`config.mk`:
```
export PLATFORM = sky130hd
export DESIGN_NAME = mem_arbiter_16
export DESIGN_NICKNAME = d
export VERILOG_FILES = /design/src/rtl/mem_arbiter_16_pkg.sv /design/src/rtl/mem_arbiter_16_resp_tag_pipe.sv /design/src/rtl/mem_arbiter_16.sv
export SDC_FILE = /design/constraint.sdc
export NUM_CORES = 1
export LEC_CHECK = 0
export BUFFER_PORTS_ARGS = -buffer_cell sky130_fd_sc_hd__buf_2
export CORE_MARGIN = 3
export CORE_UTILIZATION = 33
export DETAILED_ROUTE_END_ITERATION = 8
export GPL_TIMING_DRIVEN = 0
export PLACE_DENSITY_LB_ADDON = 0.2
export SETUP_SLACK_MARGIN = 0.4
export SLEW_MARGIN = 20
export SYNTH_ARGS = -nofsm -noshare
export SYNTH_HDL_FRONTEND = slang
export SYNTH_SLANG_ARGS = --single-unit
export TNS_END_PERCENT = 50
```
`constraint.sdc`:
```
create_clock -name clk -period 2 [get_ports clk]
set_input_delay 0.4 -clock clk [delete_from_list [all_inputs] [get_ports clk]]
set_output_delay 0.4 -clock clk [all_outputs]
set_load 0.01 [all_outputs]
```
`src/rtl/mem_arbiter_16_pkg.sv`:
```
// rtl/mem_arbiter_16_pkg.sv - shared port ids, response tag type and latency limits
package mem_arbiter_16_pkg;

    localparam logic PORT_IF = 1'b0;
    localparam logic PORT_D  = 1'b1;

    localparam int RD_LAT_MIN = 1;
    localparam int RD_LAT_MAX = 4;

    typedef struct packed {
        logic valid;
        logic port;
    } resp_tag_t;

endpackage

```
`src/rtl/mem_arbiter_16_resp_tag_pipe.sv`:
```
// rtl/mem_arbiter_16_resp_tag_pipe.sv - RD_LAT-deep shift register of read-response tags
module resp_tag_pipe
    import mem_arbiter_16_pkg::*;
#(
    parameter int RD_LAT = 1
) (
    input  logic clk,
    input  logic reset,
    input  logic i_valid,
    input  logic i_port,
    output logic o_valid,
    output logic o_port
);

    resp_tag_t r_stage [RD_LAT];

    always_ff @(posedge clk) begin
        if (reset) begin
            for (int i = 0; i < RD_LAT; i++) begin
                r_stage[i] <= '0;
            end
        end else begin
            r_stage[0] <= '{valid: i_valid, port: i_port};
            for (int i = 1; i < RD_LAT; i++) begin
                r_stage[i] <= r_stage[i-1];
            end
        end
    end

    assign o_valid = r_stage[RD_LAT-1].valid;
    assign o_port  = r_stage[RD_LAT-1].port;

endmodule

```
`src/rtl/mem_arbiter_16.sv`:
```
// rtl/mem_arbiter_16.sv - round-robin fetch/data arbiter for a shared single-port memory
module mem_arbiter_16
    import mem_arbiter_16_pkg::*;
#(
    parameter int AW     = 16,
    parameter int DW     = 16,
    parameter int RD_LAT = 1
) (
    input  logic          clk,
    input  logic          reset,
    input  logic          if_req,
    input  logic [AW-1:0] if_addr,
    output logic          if_gnt,
    output logic          if_rvalid,
    output logic [DW-1:0] if_rdata,
    input  logic          d_req,
    input  logic          d_we,
    input  logic [AW-1:0] d_addr,
    input  logic [DW-1:0] d_wdata,
    output logic          d_gnt,
    output logic          d_rvalid,
    output logic [DW-1:0] d_rdata,
    output logic          mem_en,
    output logic          mem_we,
    output logic [AW-1:0] mem_addr,
    output logic [DW-1:0] mem_wdata,
    input  logic [DW-1:0] mem_rdata,
    output logic [15:0]   conflict_cnt
);

    if (RD_LAT < RD_LAT_MIN || RD_LAT > RD_LAT_MAX) begin : g_bad_rd_lat
        $error("mem_arbiter_16: RD_LAT out of range");
    end

    logic        r_last_d;
    logic [15:0] r_conflict_cnt;
    logic        w_contest;
    logic        w_d_win;
    logic        w_if_win;
    logic        w_tag_valid;
    logic        w_tag_port;

    // Data wins a contest only when fetch won the previous one.
    assign w_contest = if_req & d_req;
    assign w_d_win   = ~reset & d_req & (~if_req | ~r_last_d);
    assign w_if_win  = ~reset & if_req & ~w_d_win;

    always_ff @(posedge clk) begin
        if (reset) begin
            r_last_d       <= 1'b0;
            r_conflict_cnt <= 16'h0000;
        end else if (w_contest) begin
            r_last_d <= w_d_win;
            if (r_conflict_cnt != 16'hFFFF) begin
                r_conflict_cnt <= r_conflict_cnt + 16'h0001;
            end
        end
    end

    assign if_gnt       = w_if_win;
    assign d_gnt        = w_d_win;
    assign mem_en       = w_if_win | w_d_win;
    assign mem_we       = w_d_win & d_we;
    assign mem_addr     = w_d_win ? d_addr : if_addr;
    assign mem_wdata    = w_d_win ? d_wdata : '0;
    assign conflict_cnt = r_conflict_cnt;

    resp_tag_pipe #(.RD_LAT(RD_LAT)) u_tag_pipe (
        .clk     (clk),
        .reset   (reset),
        .i_valid (mem_en & ~mem_we),
        .i_port  (w_d_win ? PORT_D : PORT_IF),
        .o_valid (w_tag_valid),
        .o_port  (w_tag_port)
    );

    assign if_rvalid = ~reset & w_tag_valid & (w_tag_port == PORT_IF);
    assign d_rvalid  = ~reset & w_tag_valid & (w_tag_port == PORT_D);
    assign if_rdata  = mem_rdata;
    assign d_rdata   = mem_rdata;

endmodule
```
Yosys cells after proc, flatten, opt, wreduce, memory -nomap -nowiden
Memories as Yosys holds them, arrays and structs flattened.
Index checks and enable logic that the tools add are counted.
Widths: inputs -> output; s select.
{"block": "classes", "bitwise_logic": 18, "addsub": 1, "shifts": 0, "mux": 8, "n_div": 0, "n_lt_le_gt_ge": 0, "reduce_logical": 2, "mul": 0, "n_eq_ne": 1}
{"operator": "$mux 16", "n": 2}
{"operator": "$add 16x1->16 const B", "n": 1}
{"operator": "$ne 16x16->1 const B", "n": 1}
{"operator": "$and 1x1->1", "n": 10}
{"operator": "$not 1->1", "n": 6}
{"operator": "$mux 1", "n": 5}
{"operator": "$mux 2", "n": 1}
{"operator": "$or 1x1->1", "n": 2}
{"operator": "$reduce_and 2->1", "n": 1}
{"operator": "$reduce_or 2->1", "n": 1}
{"block": "word_totals", "wordCells": 33, "latchBits": 0, "out_inout_bits": 86, "in_bits": 69, "mem_bits_ro": 0, "memories": 1, "ram_bits": 2, "ff_bits": 17}
{"memory": "u_tag_pipe.r_stage", "words": 1, "word_bits": 2, "rd": 1, "rd_ports_with_merged_regs": 0, "wr": 1, "line": "mem_arbiter_16_resp_tag_pipe.sv:15", "source": "resp_tag_t r_stage [RD_LAT];"}

Depth between registers and ports, before layout
{"block": "depth", "ltp_word": 8, "ltp_mapped": 6}

Cells and area by module
A second synthesis with hierarchy kept.
{"block": "unflattened", "cells_unflattened": 180, "hier_area_um2": 1544.0}
{"module": "mem_arbiter_16", "cells_each": 176, "seq_area_each_um2": 340.3, "area_per_inst_um2": 1491.4, "n_inst": 1}
{"module": "resp_tag_pipe", "cells_each": 4, "seq_area_each_um2": 40.0, "area_per_inst_um2": 52.6, "n_inst": 1}

Worst setup path after synthesis
No wires, ideal clock.
{"block": "synth_timing", "kind": "in2out", "start": "in reset", "end": "out mem_addr[10]", "cell_stages": 4, "setup_slack_ps": 31, "t_arrival_ps": 1569, "n_path_buf": 2, "path_cell_list": "clkbuf_1 -> a211oi_2 -> buf_2 -> mux2_2"}
{"block": "synth_via", "elab_chain_len": 4}
{"item": "start: declaration", "line": "mem_arbiter_16.sv:10", "source": "input logic reset,"}
{"item": "$not 1->1", "line": "mem_arbiter_16.sv:45", "source": "assign w_d_win = ~reset & d_req & (~if_req | ~r_last_d);"}
{"item": "$and 1x1->1 (2 in series)", "line": "mem_arbiter_16.sv:45"}
{"item": "$mux 16", "line": "mem_arbiter_16.sv:64", "source": "assign mem_addr = w_d_win ? d_addr : if_addr;"}
{"item": "end: declaration", "line": "mem_arbiter_16.sv:25", "source": "output logic [AW-1:0] mem_addr,"}
Every way passes these cells.

Final worst setup path
{"block": "layout_timing", "start": "reg r_last_d", "end": "out mem_addr[4]"}
{"block": "layout_via", "elab_chain_len": 4}
{"item": "start: declaration", "line": "mem_arbiter_16.sv:35", "source": "logic r_last_d;"}
{"item": "start signal: assignment", "line": "mem_arbiter_16.sv:53", "source": "r_last_d <= w_d_win;"}
{"item": "$not 1->1", "line": "mem_arbiter_16.sv:45"}
{"item": "$or 1x1->1", "line": "mem_arbiter_16.sv:45"}
{"item": "$and 1x1->1", "line": "mem_arbiter_16.sv:45"}
{"item": "$mux 16", "line": "mem_arbiter_16.sv:64"}
Every way passes these cells.

==> flow_summary.yaml <==
global_routing:
  grt_pass1_vias: 1589
  grt_use_total_pct: 16.62
  grt_overflow: 0
  grt_max_degree: 11
  grt_pass1_wl_um: 7348
  antenna_found_initial: 0
power_and_ir_drop:
  irDropWorstVdd_uv: 282.8
  leakage_uw: 0.001468
  power_density_mw_per_mm2: 380.9
logic_synthesis:
  syn-num-nets: 252
  synth_top_flop_cell: "dfxtp_1"
  yosysWarningCount: 0
  synth_top_cells_by_count: "buf_4 (33), dfxtp_1 (19), and2_1 (18), mux2_2 (16), a21oi_1 (13)"
  synth.cell_area_mm2: 0.001555
  async_flop_share_pct: 0
  synth_most_common_cell: "buf_4"
  synth.distinct_cells: 38
  synthTopCellsByArea: "dfxtp_1 (24%), buf_4 (16%), mux2_2 (12%)"
  synth_top_cell_by_area: "dfxtp_1"
  synth_edf_count: 0
  avgSynthCellArea_um2: 8.545
  synth.top_cell.area_share_pct: 24.46
  yosysSeqAreaShare_pct: 24.46
  synthCells: 182
  synth_seq_cells: 19
timing:
  finClkSkew_ns: 0.003835
  max_freq_ghz: 0.5122
  finalSetupTns_ns: 0
  setup_ws_ns: 0.04762
  fin_crit_ns: 1.952
  worstMarginPinSlew_ns: 0.3652
  setup_violations: 0
  finalMaxSlewViolations: 0
  grt_setup_unrepaired: "yes"
  final-hold-violation-count: 0
  fin_crit_sh_pct: 97.62
  slew_headroom_pct: 75.47
  fin_hold_ws_ns: 0.4394
placed_design:
  place_hpwl_um: 4288
  dp_cells: 371
  portBuffers: 137
  place.gp.congestion: 0.7823
  pre_cts_ws_ns: -0.1373
finish:
  diodes: 0
  fin_util_pct: 63.26
  final_cell_count_no_fill: 382
  areaGrowthSynthToFinish_pct: 80.77
  drive_gt1_share_pct: 72.42
  final_nets: 401
flow_run:
  max_cap_viol_count: 0
floorplanning:
  dieArea_mm2: 0.005573
  rows: 24
  coreArea_mm2: 0.004444
  pin_count: 155
  start_util_pct: 34.99
  die_height_um: 74.65
  die_x_um: 74.65
worst_setup_path:
  crit_fanout: 5
  required_ns: 1.60
  reg2regPathDepth: 4
  startpoint: "r_last_d$_SDFFE_PP0P_"
  rrSetupSlack_ns: 0.33
  critPathKind: "register to output port"
  startpoint_type: "register"
  worstReg2RegStart: "conflict_cnt[13]$_SDFFE_PP0P_"
  worstPathArrival_ns: 1.55
  end_kind: "output port"
  reg2reg_to: "conflict_cnt[15]$_SDFFE_PP0P_"
clock_tree:
  cts_sinks: 19
  htreeDepth: 1
  clk_pin_slew_ns: 0.07
  cts_hold_buffers: 0
  tritoncts: "yes"
  clockRootBuffer: "clkbuf_8"
  clk_path_buf_depth: 2
  numCtsBuffers: 3
  clk_latency_ns: 0.25
route:
  firstDrtPassIters: 4
  wl_per_cell_um: 14.46
  drc: 0
  routed_via_density: 4.770
  drt_wl_total_um: 5525
  final_antenna_net_count: 0
  drt_iter0_markers: 124
  num_vias: 1822
min_path:
  hold_end: "u_tag_pipe.r_stage[0][1]$_SDFF_PP0_"
  holdPathStages: 3
  hold_path.startpoint: "d_we"
  holdCritPathClass: "input pin to register"
status:
  status: "completed"
==> cells by family (layout without fill, tap and decap cells) <==
kind of cell / count (synthesis) / in the layout / share of synthesized area [%]
AO/OA/AOI/OAI: 30 / 30 / 12.31
XOR/XNOR: 1 / 1 / 0.5633
adder cells (fa/ha/maj): 1 / 1 / 0.8044
buffers and inverters: 44 / 192 / 19.23
flip-flops: 19 / 19 / 24.46
multiplexers: 18 / 18 / 13.03
AND/OR/NAND/NOR: 69 / 69 / 29.61
==> power breakdown <==
part	total, µW	switching (µW)	leakage, µW	internal [µW]
logic	419	162	0.00128	257
clock network	264	122	0.0000228	141
registers	388	7.35	0.000162	381
==> layer usage <==
| metal | GRT usage, % | wire (µm) |
|---|---|---|
| met1 | 21.78 | 2122 |
| met2 | 28.68 | 2954 |
| met3 | 3.471 | 399 |
| met4 | 2.569 | 48 |
| met5 | 0 | 0 |
==> critical path, cell delays in order (launching register included) <==
cell	delay, ns
dfxtp_4	0.36
a211oi_4	0.20
buf_6	0.16
buf_6	0.14
mux2_4	0.31
buf_6	0.13
==> what timing repair did <==
item	in CTS	in global routing
endpoints found under the setup margin	49	53
cloned	2	0
buffers inserted	5	0
resized for setup	28	52
pin swaps	1	23
==> layout make-up <==
class	instances	area, µm²
fillers	381	1633
inverters	4	15.01
well taps	52	65.06
plain buffers	40	334.1
repair buffers	144	909.6
clock buffers	4	45.04
multi-input cells	119	1033
flip-flops and latches	19	409.1
==> registers in the layout, summed over array words and instances, names as in the netlist <==
signal / cells
conflict_cnt: 16
u_tag_pipe.r_stage: 2
r_last_d: 1
==> cells in the final DEF (no fill, tap or decap), drive strengths merged <==
cell and count:
nand4 7, and3 5, nor2 7, nor3 3, a211oi 2, clkbuf 8, nor3b 1, and2 18
a21oi 13, nor2b 2, dfxtp 19, nor4 3, o41ai 1, or4b 1, mux2 18, xnor2 1
o21ai 6, nand3b 1, buf 180, ha 1, inv 4, o211ai 1, or4 5, nand2 6
nand3 3, or3 6, nor4b 1, o211a 1, o31ai 6
==> metrics by stage <==
stage | power (µW) | instance area [µm²]
floorplan | 596.7 | 1657
global placement | 733.8 | 2407
detailed placement | 738.9 | 2407
CTS | 1060 | 2641
global route | 1124 | 2811
finish | 1071 | 2811
==> how the worst max path moves through the flow <==
stage	to	cells after the start
final	mem_addr[4]	5
after global routing	mem_addr[4]	5
after CTS	mem_addr[3]	5
after detailed placement	mem_addr[3]	6
after global placement	mem_addr[11]	6
after floorplan	mem_addr[10]	4
(Power assumes the default switching activity.)
